`src/rtl/sfp_rsp_pkg.sv`:
```
// sfp_rsp_pkg: shared constants for the SFP slave responder.
//   Header, opcode and status codes, word field positions, telemetry count,
//   FSM state type and a helper that packs an outgoing response word.
package sfp_rsp_pkg;

   localparam logic [7:0] HDR_CMD = 8'hA5;
   localparam logic [7:0] HDR_RSP = 8'h5A;
   localparam int         CNT_W   = 16;

   localparam logic [3:0] OP_WRITE       = 4'h1;
   localparam logic [3:0] OP_READ_STATUS = 4'h2;

   localparam logic [7:0] ST_ACK         = 8'h00;
   localparam logic [7:0] ST_NACK_OPCODE = 8'h01;
   localparam logic [7:0] ST_TEL         = 8'hFF;
   localparam logic [7:0] ST_CHK         = 8'hFE;
   localparam logic [7:0] IDX_RSP        = 8'hF0;

   localparam int TEL_CNT = 9;

   // LSB positions of the 64-bit word fields
   localparam int F_HDR_LSB  = 56;
   localparam int F_ID_LSB   = 54;
   localparam int F_ADDR_LSB = 32;
   localparam int F_IDX_LSB  = 40;
   localparam int F_STAT_LSB = 32;

   typedef enum logic [2:0] {
      S_IDLE   = 3'd0,
      S_DECODE = 3'd1,
      S_WR_ACK = 3'd2,
      S_SNAP   = 3'd3,
      S_TX_TEL = 3'd4,
      S_TX_RSP = 3'd5
   } state_t;

   function automatic logic [63:0] pack_word(input logic [7:0]  hdr,
                                             input logic [1:0]  id,
                                             input logic [7:0]  idx,
                                             input logic [7:0]  status,
                                             input logic [31:0] payload);
      logic [63:0] w;
      w                     = '0;
      w[F_HDR_LSB  +: 8]    = hdr;
      w[F_ID_LSB   +: 2]    = id;
      w[F_IDX_LSB  +: 8]    = idx;
      w[F_STAT_LSB +: 8]    = status;
      w[31:0]               = payload;
      return w;
   endfunction

endpackage

```
`src/rtl/sfp_slave_responder_if.sv`:
```
// sfp_slave_responder_if: 64-bit AXI-Stream style link (tdata/tvalid/tready).
//   master modport: drives tdata/tvalid, receives tready.
//   slave modport : receives tdata/tvalid, drives tready.
interface sfp_slave_responder_if;
   logic [63:0] tdata;
   logic        tvalid;
   logic        tready;

   modport master (output tdata, output tvalid, input tready);
   modport slave  (input tdata, input tvalid, output tready);
endinterface

```
`src/rtl/sfp_rsp_tx_reg.sv`:
```
// sfp_rsp_tx_reg: single-entry holding register for the SFP TX stream.
//   i_clk, i_rst  : clock, async active-high reset (drops tvalid at once)
//   i_load/i_data : load a new word (only when o_can_load is high)
//   o_can_load    : register empty or its word leaves this cycle
//   m_tx          : outgoing stream; word held stable until tready
module sfp_rsp_tx_reg (
   input  logic                          i_clk,
   input  logic                          i_rst,
   input  logic                          i_load,
   input  logic [63:0]                   i_data,
   output logic                          o_can_load,
   sfp_slave_responder_if.master         m_tx
);

   logic        valid_q;
   logic [63:0] data_q;

   always_ff @(posedge i_clk or posedge i_rst) begin
      if (i_rst) begin
         valid_q <= 1'b0;
         data_q  <= '0;
      end else if (i_load) begin
         valid_q <= 1'b1;
         data_q  <= i_data;
      end else if (m_tx.tready) begin
         valid_q <= 1'b0;
      end
   end

   assign o_can_load  = !valid_q || m_tx.tready;
   assign m_tx.tvalid = valid_q;
   assign m_tx.tdata  = data_q;

endmodule

```
`src/rtl/sfp_slave_responder.sv`:
```
// sfp_slave_responder: slave endpoint of the SFP command link.
//   Accepts one command word at a time, decodes WRITE / READ_STATUS, strobes
//   writes to local logic and returns a response (plus a coherent telemetry
//   frame for READ_STATUS).
//   Ports: i_clk, i_rst (async active-high), i_sfp_en, i_sfp_id,
//          s_rx (command stream in), m_tx (response stream out),
//          nine 32-bit monitor inputs (telemetry indices 0..8),
//          o_wr_cmd/o_wr_data/o_wr_flag, o_rx_cnt/o_err_cnt, o_state.
//   Build option: SFP_RSP_CHKSUM_EN appends an XOR checksum word (index 9).
//
//   state    | meaning
//   IDLE     | ready for a command while i_sfp_en is high
//   DECODE   | check header, target id, opcode; update counters
//   WR_ACK   | write strobe, queue ACK response
//   SNAP     | capture all monitors, queue telemetry word 0
//   TX_TEL   | stream remaining telemetry words (and checksum)
//   TX_RSP   | queue the 0xF0 response word, wait until it is taken
module sfp_slave_responder
   import sfp_rsp_pkg::*;
#(
   parameter logic [7:0] P_HDR_CMD = HDR_CMD,
   parameter logic [7:0] P_HDR_RSP = HDR_RSP,
   parameter int         P_CNT_W   = CNT_W
) (
   input  logic                 i_clk,
   input  logic                 i_rst,
   input  logic                 i_sfp_en,
   input  logic [1:0]           i_sfp_id,
   sfp_slave_responder_if.slave  s_rx,
   sfp_slave_responder_if.master m_tx,
   input  logic [31:0]          i_analog_intl,
   input  logic [31:0]          i_digital_intl,
   input  logic [31:0]          i_c,
   input  logic [31:0]          i_v,
   input  logic [31:0]          i_dc_c,
   input  logic [31:0]          i_dc_v,
   input  logic [31:0]          i_phase_rms_r,
   input  logic [31:0]          i_phase_rms_s,
   input  logic [31:0]          i_phase_rms_t,
   output logic [15:0]          o_wr_cmd,
   output logic [31:0]          o_wr_data,
   output logic                 o_wr_flag,
   output logic [P_CNT_W-1:0]   o_rx_cnt,
   output logic [P_CNT_W-1:0]   o_err_cnt,
   output logic [2:0]           o_state
);

   state_t state_q, state_d;

   logic [7:0]  hdr_q;
   logic [1:0]  tgt_q;
   logic [15:0] addr_q;
   logic [31:0] data_q;
   logic [1:0]  id_q;
   logic [31:0] snap_q [TEL_CNT];
   logic [3:0]  idx_q;
   logic        rsp_loaded_q;
   logic [P_CNT_W-1:0] rx_cnt_q, err_cnt_q;
   logic [15:0] wr_cmd_q;
   logic [31:0] wr_data_q;

   logic        rx_hs, hdr_ok, tgt_ok, op_write, op_read;
   logic        tx_load, rsp_load, tx_can_load;
   logic [63:0] tx_word, rsp_word, tel_word;
   logic [31:0] tel_payload, chksum;
   logic [7:0]  tel_status;

`ifdef SFP_RSP_CHKSUM_EN
   localparam logic [3:0] LAST_TEL_IDX = 4'd9;
   always_comb begin
      chksum = '0;
      for (int i = 0; i < TEL_CNT; i++) chksum = chksum ^ snap_q[i];
   end
`else
   localparam logic [3:0] LAST_TEL_IDX = 4'd8;
   assign chksum = '0;
`endif

   assign s_rx.tready = (state_q == S_IDLE) && i_sfp_en && !i_rst;
   assign rx_hs       = s_rx.tvalid && s_rx.tready;

   assign hdr_ok   = (hdr_q == P_HDR_CMD);
   assign tgt_ok   = (tgt_q == i_sfp_id);
   assign op_write = (addr_q[15:12] == OP_WRITE);
   assign op_read  = (addr_q[15:12] == OP_READ_STATUS);

   // READ_STATUS answers ACK with a zero payload; other commands echo data
   assign rsp_word = pack_word(P_HDR_RSP, id_q, IDX_RSP,
                               (op_write || op_read) ? ST_ACK : ST_NACK_OPCODE,
                               op_read ? 32'h0 : data_q);

   always_comb begin
      tel_payload = chksum;
      for (int i = 0; i < TEL_CNT; i++)
         if (idx_q == 4'(i)) tel_payload = snap_q[i];
   end
   assign tel_status = (idx_q < 4'(TEL_CNT)) ? ST_TEL : ST_CHK;
   assign tel_word   = pack_word(P_HDR_RSP, id_q, {4'h0, idx_q}, tel_status, tel_payload);

   always_ff @(posedge i_clk or posedge i_rst) begin
      if (i_rst) state_q <= S_IDLE;
      else       state_q <= state_d;
   end

   always_comb begin
      state_d  = state_q;
      tx_load  = 1'b0;
      rsp_load = 1'b0;
      tx_word  = '0;
      case (state_q)
         S_IDLE:
            if (rx_hs) state_d = S_DECODE;
         S_DECODE:
            if (!hdr_ok || !tgt_ok) state_d = S_IDLE;
            else if (op_write)      state_d = S_WR_ACK;
            else if (op_read)       state_d = S_SNAP;
            else                    state_d = S_TX_RSP;
         // TX register is always empty here: TX_RSP drains it before IDLE
         S_WR_ACK: begin
            tx_load  = 1'b1;
            rsp_load = 1'b1;
            tx_word  = rsp_word;
            state_d  = S_TX_RSP;
         end
         // word 0 comes straight from the live input sampled with the snapshot
         S_SNAP: begin
            tx_load = 1'b1;
            tx_word = pack_word(P_HDR_RSP, id_q, 8'h00, ST_TEL, i_analog_intl);
            state_d = S_TX_TEL;
         end
         S_TX_TEL:
            if (tx_can_load) begin
               tx_load = 1'b1;
               tx_word = tel_word;
               if (idx_q == LAST_TEL_IDX) state_d = S_TX_RSP;
            end
         S_TX_RSP:
            if (!rsp_loaded_q) begin
               if (tx_can_load) begin
                  tx_load  = 1'b1;
                  rsp_load = 1'b1;
                  tx_word  = rsp_word;
               end
            end else if (m_tx.tvalid && m_tx.tready) begin
               state_d = S_IDLE;
            end
         default: state_d = S_IDLE;
      endcase
   end

   always_ff @(posedge i_clk or posedge i_rst) begin
      if (i_rst) begin
         hdr_q        <= '0;
         tgt_q        <= '0;
         addr_q       <= '0;
         data_q       <= '0;
         id_q         <= '0;
         snap_q       <= '{default: '0};
         idx_q        <= '0;
         rsp_loaded_q <= 1'b0;
         rx_cnt_q     <= '0;
         err_cnt_q    <= '0;
         wr_cmd_q     <= '0;
         wr_data_q    <= '0;
      end else begin
         if (rx_hs) begin
            hdr_q  <= s_rx.tdata[F_HDR_LSB  +: 8];
            tgt_q  <= s_rx.tdata[F_ID_LSB   +: 2];
            addr_q <= s_rx.tdata[F_ADDR_LSB +: 16];
            data_q <= s_rx.tdata[31:0];
         end
         if (state_q == S_DECODE) begin
            id_q         <= i_sfp_id;
            rsp_loaded_q <= 1'b0;
            if (!hdr_ok) begin
               if (~&err_cnt_q) err_cnt_q <= err_cnt_q + P_CNT_W'(1);
            end else if (tgt_ok) begin
               if (~&rx_cnt_q) rx_cnt_q <= rx_cnt_q + P_CNT_W'(1);
               if (!op_write && !op_read && ~&err_cnt_q)
                  err_cnt_q <= err_cnt_q + P_CNT_W'(1);
               if (op_write) begin
                  wr_cmd_q  <= addr_q;
                  wr_data_q <= data_q;
               end
            end
         end else if (rsp_load) begin
            rsp_loaded_q <= 1'b1;
         end
         if (state_q == S_SNAP) begin
            snap_q <= '{i_analog_intl, i_digital_intl, i_c, i_v, i_dc_c, i_dc_v,
                        i_phase_rms_r, i_phase_rms_s, i_phase_rms_t};
            idx_q  <= 4'd1;
         end else if (state_q == S_TX_TEL && tx_load) begin
            idx_q  <= idx_q + 4'd1;
         end
      end
   end

   sfp_rsp_tx_reg u_tx_reg (
      .i_clk      (i_clk),
      .i_rst      (i_rst),
      .i_load     (tx_load),
      .i_data     (tx_word),
      .o_can_load (tx_can_load),
      .m_tx       (m_tx)
   );

   assign o_wr_cmd  = wr_cmd_q;
   assign o_wr_data = wr_data_q;
   assign o_wr_flag = (state_q == S_WR_ACK);
   assign o_rx_cnt  = rx_cnt_q;
   assign o_err_cnt = err_cnt_q;
   assign o_state   = state_q;

endmodule
```
`src/flat_wrapper.sv`:
```
// flat-port wrapper written by rule: the top's interface ports become plain ports
module sfp_slave_responder_flat import sfp_rsp_pkg::*;
#(
   parameter logic [7:0] P_HDR_CMD = HDR_CMD,
   parameter logic [7:0] P_HDR_RSP = HDR_RSP,
   parameter int         P_CNT_W   = CNT_W
)
  (i_clk, i_rst, i_sfp_en, i_sfp_id, i_analog_intl, i_digital_intl, i_c, i_v, i_dc_c, i_dc_v, i_phase_rms_r, i_phase_rms_s, i_phase_rms_t, o_wr_cmd, o_wr_data, o_wr_flag, o_rx_cnt, o_err_cnt, o_state, s_rx_tdata, s_rx_tvalid, s_rx_tready, m_tx_tdata, m_tx_tvalid, m_tx_tready);
  sfp_slave_responder_if s_rx_i ();
  sfp_slave_responder_if m_tx_i ();
  input  logic i_clk;
  input  logic i_rst;
  input  logic i_sfp_en;
  input  logic [1:0] i_sfp_id;
  input  logic [31:0] i_analog_intl;
  input  logic [31:0] i_digital_intl;
  input  logic [31:0] i_c;
  input  logic [31:0] i_v;
  input  logic [31:0] i_dc_c;
  input  logic [31:0] i_dc_v;
  input  logic [31:0] i_phase_rms_r;
  input  logic [31:0] i_phase_rms_s;
  input  logic [31:0] i_phase_rms_t;
  output logic [15:0] o_wr_cmd;
  output logic [31:0] o_wr_data;
  output logic o_wr_flag;
  output logic [P_CNT_W-1:0] o_rx_cnt;
  output logic [P_CNT_W-1:0] o_err_cnt;
  output logic [2:0] o_state;
  input wire logic [$bits(s_rx_i.tdata)-1:0] s_rx_tdata;
  input wire logic [$bits(s_rx_i.tvalid)-1:0] s_rx_tvalid;
  output wire logic [$bits(s_rx_i.tready)-1:0] s_rx_tready;
  output wire logic [$bits(m_tx_i.tdata)-1:0] m_tx_tdata;
  output wire logic [$bits(m_tx_i.tvalid)-1:0] m_tx_tvalid;
  input wire logic [$bits(m_tx_i.tready)-1:0] m_tx_tready;
  assign s_rx_i.tdata = s_rx_tdata;
  assign s_rx_i.tvalid = s_rx_tvalid;
  assign s_rx_tready = s_rx_i.tready;
  assign m_tx_tdata = m_tx_i.tdata;
  assign m_tx_tvalid = m_tx_i.tvalid;
  assign m_tx_i.tready = m_tx_tready;
  sfp_slave_responder #(.P_HDR_CMD(P_HDR_CMD), .P_HDR_RSP(P_HDR_RSP), .P_CNT_W(P_CNT_W)) u_core (.i_clk(i_clk), .i_rst(i_rst), .i_sfp_en(i_sfp_en), .i_sfp_id(i_sfp_id), .s_rx(s_rx_i), .m_tx(m_tx_i), .i_analog_intl(i_analog_intl), .i_digital_intl(i_digital_intl), .i_c(i_c), .i_v(i_v), .i_dc_c(i_dc_c), .i_dc_v(i_dc_v), .i_phase_rms_r(i_phase_rms_r), .i_phase_rms_s(i_phase_rms_s), .i_phase_rms_t(i_phase_rms_t), .o_wr_cmd(o_wr_cmd), .o_wr_data(o_wr_data), .o_wr_flag(o_wr_flag), .o_rx_cnt(o_rx_cnt), .o_err_cnt(o_err_cnt), .o_state(o_state));
endmodule
```
`config.mk`:
```
export PLATFORM = sky130hd
export DESIGN_NAME = sfp_slave_responder_flat
export DESIGN_NICKNAME = d
export VERILOG_FILES = /design/src/rtl/sfp_rsp_pkg.sv /design/src/rtl/sfp_slave_responder_if.sv /design/src/rtl/sfp_rsp_tx_reg.sv /design/src/rtl/sfp_slave_responder.sv /design/src/flat_wrapper.sv
export SDC_FILE = /design/constraint.sdc
export NUM_CORES = 1
export LEC_CHECK = 0
export BUFFER_PORTS_ARGS = -buffer_cell sky130_fd_sc_hd__buf_2
export CAP_MARGIN = 15
export CORE_UTILIZATION = 35
export CTS_BUF_LIST = sky130_fd_sc_hd__clkbuf_4 sky130_fd_sc_hd__clkbuf_8 sky130_fd_sc_hd__clkbuf_16
export DETAILED_ROUTE_END_ITERATION = 10
export GPL_TIMING_DRIVEN = 0
export SLEW_MARGIN = 20
export SYNTH_ARGS = -nofsm -noshare
export SYNTH_HDL_FRONTEND = slang
export SYNTH_SLANG_ARGS = --single-unit
```
`constraint.sdc`:
```
create_clock -name i_clk -period 18.58 [get_ports i_clk]
set_input_delay 1.858 -clock i_clk [delete_from_list [all_inputs] [get_ports i_clk]]
set_output_delay 1.858 -clock i_clk [all_outputs]
set_load 0.05 [all_outputs]
```
== After elaboration in Yosys (flattened, before gate mapping) ==
Cells that the tools add are included.
Word-level totals
  logic and storage cells: 121
  input bits: 359
  register bits after elaboration: 501
  output and inout bits: 150
Cells by class
  mux-type cells: 39
  $lt $le $gt $ge: 1
  bitwise gates (word level): 1
  add/sub/neg operators: 3
  eq/ne operators: 25
  reductions and logical operators: 29
Operator list (count)
  $mux 32: 10
  $pmux 64 s4: 1
  $mux 63: 2
  $mux 16: 4
  $mux 64: 1
  $add 16x1->16 const B: 2
  $reduce_and 16->1: 2
  $mux 3: 8
  $pmux 3 s6: 1
  $eq 4x3->1 const B: 4
  $eq 4x2->1 const B: 3
  $ne 2x1->1 const B: 6
  $reduce_and 4->1: 3
  $eq 4x1->1 const B: 2
  $eq 8x8->1 const B: 1
  $mux 1: 8
  $mux 4: 2
  $logic_and 1x1->1: 7
  $logic_not 1->1: 7
  $eq 3x2->1 const B: 2
  $eq 3x3->1 const B: 2
  $reduce_bool 2->1: 3
  $reduce_and 5->1: 1
  $add 4x1->4 const B: 1
  12 further kinds: 15

== Depth between registers and ports, before layout ==
Gate-level depths: netlist (run 1).
  word-level depth: 12
  mapped depth: 10
  mapped depth without buffers: 7

== Cells and area by module ==
A second synthesis (run 1) with hierarchy kept.
Second synthesis, totals
  cell total of the unflattened synthesis: 2308
  area total of the unflattened synthesis: 22786.9 um^2
By module, submodules not included
  sfp_slave_responder: sequential area each 10910.5 um^2, cells an instance 2169, area each 20166.8 um^2, instances 1
  sfp_rsp_tx_reg: sequential area each 1626.6 um^2, cells an instance 139, area each 2620.0 um^2, instances 1

== Least setup slack after synthesis (run 1) ==
OpenSTA, ideal clock, no wires.
  path type: in2out
  from: input i_rst
  to: output s_rx_tready
  path slack: 3.403 ns
  cell stages on the path: 2
  arrival: 13.319 ns
  buffers on the path: 0
  data required time: 16.722 ns
  path through: inv_1 and4_1
On the way
  word-level cells in the longest chain between the ends: 2
Ends and longest elaborated chain
  from (decl): line flat_wrapper.sv:12  | input logic i_rst;
  $logic_not 1->1: line sfp_slave_responder.sv:79  | assign s_rx.tready = (state_q == S_IDLE) && i_sfp_en && !i_rst;
  $logic_and 1x1->1: line sfp_slave_responder.sv:79
  to (decl): line flat_wrapper.sv:32  | output wire logic [$bits(s_rx_i.tready)-1:0] s_rx_tready;
Every way passes these cells.

== Final worst setup path (run 1) ==
Same ends and word-level chain as after synthesis.

==> results of run 1 <==
## power breakdown
part	switching, mW	internal [mW]	total (mW)
clock	0.455	0.704	1.16
sequential	0.102	1.16	1.27
combinational	1.13	0.472	1.60
total	1.69	2.34	4.03
## worst reg2reg max path, delay by kind of cell (launching register included)
kind | cells | cell delay (ns)
AO/OA/AOI/OAI | 4 | 1.56
buffers and inverters | 3 | 1.07
flip-flops | 1 | 0.49
adder cells (fa/ha/maj) | 1 | 0.32
AND/OR/NAND/NOR | 1 | 0.19
## synthesized netlist by cell type (9+ instances only)
master      n
nand2_1   981
dfrtp_1   479
o21ai_0   138
mux2_2    105
clkbuf_1  101
nor2_1     64
a21oi_1    58
buf_2      50
nor3b_1    35
nand3_1    32
a221o_1    31
a32oi_1    31
buf_4      28
nor2b_1    25
xor2_1     21
o22ai_1    20
o221ai_1   19
a21o_1     18
nand2b_1   17
a221oi_1   15
inv_1      14
a31oi_1    13
nor3_1     13
o22a_1     13
xnor2_1    12
nand4_1    11
ha_1        9
## sequential cells by signal, indices dropped and copies added (netlist names)
register,cells
u_core.data_q,32
u_core.id_q,2
u_core.idx_q,4
u_core.u_tx_reg.m_tx.tvalid,1
u_core.o_state,3
u_core.o_rx_cnt,16
u_core.o_wr_data,32
u_core.o_err_cnt,16
u_core.o_wr_cmd,16
u_core.addr_q,16
u_core.snap_q,288
u_core.hdr_q,8
u_core.rsp_loaded_q,1
u_core.tgt_q,2
u_core.u_tx_reg.m_tx.tdata,42
## stage by stage
step	hold WS, ns	TNS [ns]	instance area, um^2
6_report	0.466	0	27700
4_1_cts	0.465	0	27700
3_5_place_dp	0.450	0	25800
5_1_grt	0.482	0	27700
3_3_place_gp	0.447	-1185.86	25600
2_1_floorplan	0.437	0	22100
## layer usage
layer | global-route usage, % | vias up
met1 | 35.5 | 9693
met5 | 0 | -
met4 | 12.1 | 28
met2 | 44.5 | 736
met3 | 6.33 | 182
li1 | - | 9207
## area by class of cell
cell class	instances	area (um^2)	share of cell area (%)
Tap cell	837	1050	3.78
Sequential cell	479	12000	43.2
Timing Repair Buffer	497	2600	9.38
Clock buffer	74	1580	5.69
Multi-Input combinational cell	1753	9200	33.2
Buffer	188	881	3.18
Inverter	15	63.8	0.230
Clock inverter	24	349	1.26
Antenna cell	8	20.0	0.0722
## cell families (layout without fill, tap and decap cells)
| family | Yosys count | count (layout) | synth area share [%] |
|---|---|---|---|
| simple gates | 1223 | 1223 | 23.1 |
| flops | 479 | 479 | 54.3 |
| compound gates | 372 | 372 | 11.2 |
| buf+inv | 203 | 798 | 4.24 |
| mux | 106 | 106 | 5.40 |
| xor+xnor | 33 | 33 | 1.31 |
| fa+ha+maj | 9 | 9 | 0.510 |
| other cells | 1 | 18 | 0.0170 |
## worst min-delay path by stage
stage	startpoint	endpoint	slack [ns]	cells past startpoint
after detailed placement	u_core.o_wr_cmd[12]	u_core.o_wr_cmd[12]	0.45	1
after global routing	u_core.o_wr_cmd[12]	u_core.o_wr_cmd[12]	0.48	1
after global placement	u_core.u_tx_reg.m_tx.tdata[42]	u_core.u_tx_reg.m_tx.tdata[42]	0.45	2
final	u_core.o_wr_cmd[12]	u_core.o_wr_cmd[12]	0.47	1
after CTS	u_core.o_wr_cmd[12]	u_core.o_wr_cmd[12]	0.47	1
after floorplan	u_core.snap_q[197]	u_core.snap_q[197]	0.44	2
==> results.toml, run 1 <==
[run_status]
status = "completed"

[worst_setup_path]
path_class = "in -> out"
cp.depth = 6
path_buf_inv = 5
worst-r2r-setup-slack_ns = 14.91
slowest_delay_ns = 0.38
required_ns = 16.72
r2r-end = "u_core.u_tx_reg.m_tx.tdata[20]"
cp-start-kind = "input port"
path_delay_family = "buffers and inverters"
critPathArrivalTime_ns = 3.66
worstPathCellList = "buf_2 > inv_8 > buf_16 > buf_16 > and4_1 > buf_2"
reg2reg_from = "u_core.idx_q[0]"
endpoint_kind = "output port"
r2r_cells = 9
cp-startpoint = "i_rst"
cp_max_fo = 79
crit_slowest_cell = "buf_16"
cp-endpoint = "s_rx_tready"

[logic_synthesis]
syn_avg_cell_area_um2 = 9.10
syn_area_um2 = 22100
yosysTopAreaCellShare_pct = 54.3
synthTopCellsByArea = "dfrtp_1 54%, nand2_1 17%, mux2_2 5.4%, o21ai_0 3.1%, clkbuf_1 1.7%"
yosys.area.top_type = "dfrtp_1"
yosys_warnings = 0
synth-edff-count = 0
yosysUniqueCellTypes = 60
synth-async-reset-ratio_pct = 100
synth_top_flop_cell = "dfrtp_1"
synth-seq-cells = 479
synth_cells = 2426
yosysSeqAreaShare_pct = 54.3

[run]
maxCapViolCount = 0

[cells_and_area]
postLayoutCoreUtil_pct = 44.7
final_common_cell = "nand2_1"
fin_cells = 3875
area_delta_synth_final_pct = 25.5
num-fill-cells = 6228
final_cell_mix = "981 x nand2_1, 542 x buf_2, 479 x dfrtp_1"
layout.nets = 3356
final_layout_size_suffix_gt1_share_pct = 25.9

[detailed_routing]
first_pass_iters = 6
drtAntennaViolNets = 0
vias = 19800
wl_per_cell_um = 23.1
wl_met2_um = 41700
drc = 0
drt_iter0_markers = 1678
wl_met3_um = 7020
top_layer = "met5"
wl_um = 89400
via_per_inst = 5.12
wl_met1_um = 36600

[placed_design]
post-dp-hpwl_um = 70700
portBuffers = 492
pre_cts_ws_ns = 12.97
dp_cells = 3769
globalplace.congestion = 0.969

[die]
die_h_um = 253
rows = 91
die_x_um = 253
initial_utilization_pct = 35.6
io_pins = 509
die_area_um2 = 64100
core_area_um2 = 62100

[clock_network]
ctsHoldBuffers = 0
numCtsBuffers = 54
clk_pin_slew_worst_paths_ns = 0.06
cts_sinks = 479
clk_path_buf_depth = 3
cts_tree = "built"
ctsResizeCount = 0
htree_levels = 2
clk_latency_ns = 0.63
ctsRootBufferMaster = "clkbuf_16"
postCtsSetupBuffers = 0

[global_routing]
grt_pass1_wl_um = 128000
grt_max_degree = 104
antenna_found_initial = 22
track_usage_pct = 27.6
grt_pass1_vias = 19500
grt-ovfl-total = 0

[sta]
rsz0062_at_grt = "false"
layout_setup_ws_ns = 13.06
maxSlewViolCount = 0
period_needed_ns = 5.52
period_share_pct = 29.7
hold_viol_final = 0
tightest_slew_ns = 0.940
fin_worst_skew_ns = 0.0314
slew_headroom_pct = 37.3
max_clock_freq_mhz = 181
setup_viol = 0

[power]
leakage_nw = 13.2
powerDensity_nw_per_um2 = 145
irDropWorstVdd_v = 0.0000970
finalPower_mw = 4.03

[min_path]
holdCritPathClass = "reg -> reg"
Power figures use the tool's default switching activity.
==> inputs of run 2 (changes only) <==
==> constraint.sdc (replaced) <==
create_clock -name i_clk -period 5.67 [get_ports i_clk]
set_input_delay 0.567 -clock i_clk [delete_from_list [all_inputs] [get_ports i_clk]]
set_output_delay 0.567 -clock i_clk [all_outputs]
set_load 0.05 [all_outputs]
==> run 2 against run 1 <==
Against the previous run: non-clock buffer count is 14 higher; critical path depth is 3 higher; register-to-register slack lost 13 ns; first-iteration DRC count is 17% higher; clock power rose to 3.3 times the previous value; sequential share of layout area decreased by 0.66 points; clock skew fell by 0.0023 ns; cell count up 0.41%; routed wire length increased by 0.62%; critical endpoint is now u_core.u_tx_reg.m_tx.tdata[14]; largest cell class unchanged; largest power group unchanged.
==> results.toml, run 2 (synthesized netlist as in run 1, its figures left out) <==
[die]
initial_utilization_pct = 35.6
core_area_um2 = 62100
io_pins = 509
rows = 91
die_h_um = 253
die_area_um2 = 64100
die_x_um = 253

[global_routing]
track_usage_pct = 27.7
grt_pass1_vias = 19700
antenna_found_initial = 21
grt_max_degree = 35
grt_pass1_wl_um = 129000
grt-ovfl-total = 0

[cells_and_area]
top_register = "u_core.snap_q"
num-fill-cells = 6167
postLayoutCellArea_um2 = 28100
final_cell_mix = "980 x nand2_1, 539 x buf_2, 479 x dfrtp_1"
postLayoutCoreUtil_pct = 45.4
final_layout_size_suffix_gt1_share_pct = 26.4
area_delta_synth_final_pct = 27.4
largest_reg_flops = 288
final_common_cell = "nand2_1"
layout.nets = 3369

[worst_setup_path]
critPathArrivalTime_ns = 4.30
worst-r2r-setup-slack_ns = 1.93
path_class = "reg -> reg"
cp-start-kind = "flip-flop"
cp_max_fo = 10
required_ns = 6.23
endpoint_kind = "flip-flop"

[power]
leakage_nw = 13.5
p_clk_share_pct = 29.0
p_seq_share_pct = 31.2
switchingPower_mw = 5.58
p_int_mw = 7.77
combPwrFrac_pct = 39.8
irDropWorstVdd_v = 0.000337
swShare_pct = 41.8
powerDensity_nw_per_um2 = 474

[clock_network]
ctsHoldBuffers = 1
ctsRootBufferMaster = "clkbuf_16"
htree_levels = 2
numCtsBuffers = 53
cts_tree = "built"
postCtsSetupBuffers = 0
clk_path_buf_depth = 3
clk_pin_slew_worst_paths_ns = 0.06
cts_sinks = 479
ctsResizeCount = 0
clk_latency_ns = 0.63

[sta]
max_clock_freq_mhz = 267
rsz0062_at_grt = "false"
setup_viol = 0
period_needed_ns = 3.74
period_share_pct = 66.0
setup_tns_ns = 0
hold_viol_final = 0
tightest_slew_ns = 0.902
fin_worst_skew_ns = 0.0291
maxSlewViolCount = 0
slew_headroom_pct = 39.8

[min_path]
holdCritPathClass = "in -> reg"

[detailed_routing]
vias = 20100
drt_iter0_markers = 1967
drc = 0
wl_um = 89900
drtAntennaViolNets = 0
first_pass_iters = 6
via_per_inst = 5.18
wl_per_cell_um = 23.1

[placed_design]
portBuffers = 492
dpl_cell_area_um2 = 26100
post-dp-hpwl_um = 71700
globalplace.congestion = 0.975

[run]
maxCapViolCount = 0

[run_status]
status = "completed"
## run 2: changes by cell type in the layout (fill, tap and decap cells not counted), moves of 2 or more
cell,before,now
buf_12,0,13
buf_2,542,539
buf_8,0,2
clkbuf_1,101,98
clkbuf_4,8,15
clkinv_2,10,7
diode_2,8,10
mux2_2,105,85
mux2_4,0,20
## run 2: worst max-delay path, cell delays in order, from the launching register on
cell and delay, ns:
dfrtp_1 0.49, inv_1 0.15, ha_1 0.34, clkbuf_1 0.48
clkbuf_1 0.46, nand2_1 0.10, o21ai_0 0.48, a32oi_1 0.37
a31oi_1 0.60, o22a_1 0.20
## run 2: worst paths after layout
path	depth (start not counted)	start	endpoint
setup / recovery	9	u_core.idx_q[0]	u_core.u_tx_reg.m_tx.tdata[14]
hold / removal	3	i_phase_rms_t[19]	u_core.snap_q[19]
setup reg to reg	9	u_core.idx_q[0]	u_core.u_tx_reg.m_tx.tdata[14]
hold reg to reg	2	u_core.snap_q[20]	u_core.snap_q[20]
max in group asynchronous	9	i_rst	u_core.snap_q[193]
min in group asynchronous	3	i_rst	u_core.tgt_q[0]
## run 2: cell type report
cell class / instances / area [um^2] / share of cell area, %
clock inverter: 22 / 397 / 1.41
timing repair buffer: 511 / 2870 / 10.2
antenna: 10 / 25.0 / 0.0889
inverter: 15 / 60.1 / 0.213
tap: 837 / 1050 / 3.72
buffer: 188 / 918 / 3.26
sequential: 479 / 12000 / 42.6
clock buffer: 76 / 1570 / 5.57
multi-input combinational: 1753 / 9280 / 33.0
## run 2: power by group through the flow
stage	sequential [mW]	combinational [mW]	clock (mW)
after CTS	4.16	5.26	3.92
final	4.16	5.31	3.87
after global placement	4.20	5.19	0
after floorplan	4.68	2.63	0
after global routing	4.21	5.57	4.05
after detailed placement	4.21	5.24	0
## run 2: routing by layer
layer  track usage [%]  part of all wire, %
met5                 0                 0.16
met2              44.8                   47
met4              11.6                  4.5
met3              6.56                  7.9
met1              35.5                   41
## run 2: metrics by stage
stage | power (mW) | std cells | setup slack, ns | hold WS [ns]
2_1_floorplan | 7.31 | 2435 | -4.64 | 0.437
3_3_place_gp | 9.39 | 3764 | -8.52 | 0.445
3_5_place_dp | 9.45 | 3782 | 2.01 | 0.457
4_1_cts | 13.3 | 3881 | 2.00 | 0.0947
5_1_grt | 13.8 | 3884 | 1.88 | 0.111
6_report | 13.3 | 3891 | 1.93 | 0.130
==> inputs of run 3 (changes only) <==
==> constraint.sdc (replaced) <==
create_clock -name i_clk -period 3.56 [get_ports i_clk]
set_input_delay 0.356 -clock i_clk [delete_from_list [all_inputs] [get_ports i_clk]]
set_output_delay 0.356 -clock i_clk [all_outputs]
set_load 0.05 [all_outputs]
==> run 3 against run 2 <==
Against the previous run: clock skew decreased by 0.00072 ns; sequential power up 60%; sequential share of layout area shrank 4.6 points; critical path depth stayed put; hold slack worse by 0.10 ns; register-to-register slack got worse by 1.9 ns; critical endpoint is now u_core.u_tx_reg.m_tx.tdata[12].
==> results.toml, run 3 (synthesized netlist as in run 1, its figures left out) <==
[detailed_routing]
drt_iter0_markers = 2164
drc = 0
via_per_inst = 5.17
wl_um = 95900
vias = 21800
first_pass_iters = 6
drtAntennaViolNets = 0
wl_per_cell_um = 22.7

[die]
initial_utilization_pct = 35.6
core_area_um2 = 62100
die_x_um = 253
io_pins = 509
die_area_um2 = 64100
rows = 91
die_h_um = 253

[sta]
layout_setup_ws_ns = 0.0743
period_share_pct = 97.9
setup_tns_ns = 0
holdWs_ns = 0.0283
max_clock_freq_mhz = 287
period_needed_ns = 3.49
rsz0062_at_grt = "false"
maxSlewViolCount = 0
hold_viol_final = 0
slew_headroom_pct = 40.4
fin_worst_skew_ns = 0.0284
setup_viol = 0
tightest_slew_ns = 0.894

[global_routing]
met1_usage_pct = 36.7
track_usage_pct = 29.4
busiest_layer = "met2"
grt_pass1_wl_um = 138000
grt_use_met3_pct = 6.30
met2_usage_pct = 47.9
antenna_found_initial = 15
grt-ovfl-total = 0
grt_max_degree = 35
grt_pass1_vias = 22000

[worst_setup_path]
path_delay_family = "compound AO/OA/AOI/OAI gates"
required_ns = 4.12
worstPathCellList = "inv_1 > ha_1 > clkbuf_1 > clkbuf_2 > nand2_1 > o21ai_0 > a32oi_1 > a31oi_2 > o22a_1"
reg2reg_from = "u_core.idx_q[0]"
cp_max_fo = 10
path_buf_inv = 3
cp-startpoint = "u_core.idx_q[0]"
path_class = "reg -> reg"
critPathArrivalTime_ns = 4.05
cp-start-kind = "flip-flop"
endpoint_kind = "flip-flop"
crit_slowest_cell = "clkbuf_1"
slowest_delay_ns = 0.50

[cells_and_area]
layout.nets = 3701
area_delta_synth_final_pct = 42.7
fin_cells = 4223
postLayoutCellArea_um2 = 31500
final_common_cell = "nand2_1"
multi_input_comb_area_um2 = 9330
postLayoutCoreUtil_pct = 50.8
final_layout_size_suffix_gt1_share_pct = 24.1
largest_reg_flops = 288
regArea_um2 = 12000
num-fill-cells = 5709
top_register = "u_core.snap_q"
final_cell_mix = "980 x nand2_1, 539 x buf_2, 479 x dfrtp_1"

[placed_design]
dp_cells = 3782
globalplace.congestion = 0.975
portBuffers = 492
pre_cts_ws_ns = -0.0953
post-dp-hpwl_um = 71700
dpl_cell_area_um2 = 26100

[clock_network]
cts_tree = "built"
clk_path_buf_depth = 3
htree_levels = 2
numCtsBuffers = 53
clk_pin_slew_worst_paths_ns = 0.06
cts_sinks = 479
clk_latency_ns = 0.63
ctsRootBufferMaster = "clkbuf_16"

[run]
maxCapViolCount = 0

[min_path]
hold_start = "i_analog_intl[29]"
holdCritPathClass = "in -> reg"

[run_status]
status = "completed"

[power]
powerDensity_nw_per_um2 = 688
irDropWorstVdd_v = 0.000537
finalPower_mw = 21.7
leakage_nw = 14.9
==> run 3: final timing paths <==
path	to	slack [ns]	cells after the start
hold reg to reg	u_core.snap_q[20]	0.47	2
max in group asynchronous	u_core.snap_q[193]	1.61	9
min in group asynchronous	u_core.data_q[29]	0.30	3
hold / removal	u_core.snap_q[285]	0.03	3
setup / recovery	u_core.u_tx_reg.m_tx.tdata[12]	0.07	9
setup reg to reg	u_core.u_tx_reg.m_tx.tdata[12]	0.07	9
==> run 3: worst reg2reg max path, delay by kind of cell, from the launching register on <==
kind / cells / cell delay (ns)
compound gates: 4 / 1.47
buf+inv: 3 / 1.02
flops: 1 / 0.48
fa+ha+maj: 1 / 0.36
simple gates: 1 / 0.09
==> run 3: cell type report <==
cell class | count | area share [%]
Antenna cell | 10 | 0.0794
Buffer | 188 | 2.92
Clock buffer | 76 | 4.97
Clock inverter | 22 | 1.26
Inverter | 15 | 0.191
Multi-Input combinational cell | 1753 | 29.6
Sequential cell | 479 | 38.0
Tap cell | 837 | 3.32
Timing Repair Buffer | 843 | 19.6
==> run 3: timing repair <==
action | in CTS | in global routing
endpoints found under the setup margin | 6 | 9
setup buffers | 0 | 0
resized for setup | 6 | 4
hold endpoints to repair | 346 | 0
hold buffers | 333 | 0
==> run 3: routing by layer <==
| metal | share of wire (%) | vias to the layer above |
|---|---|---|
| met5 | 0.078 | - |
| met4 | 5.5 | 12 |
| met3 | 7.7 | 260 |
| met2 | 47 | 968 |
| met1 | 40 | 10700 |
| li1 | - | 9921 |
==> run 3: report_power, final <==
group          switching [mW]  leakage [nW]  internal, mW
Sequential              0.555          5.00          6.08
Clock                    2.43         0.979          3.74
Combinational            6.04          8.88          2.82
Total                    9.03          14.9          12.6
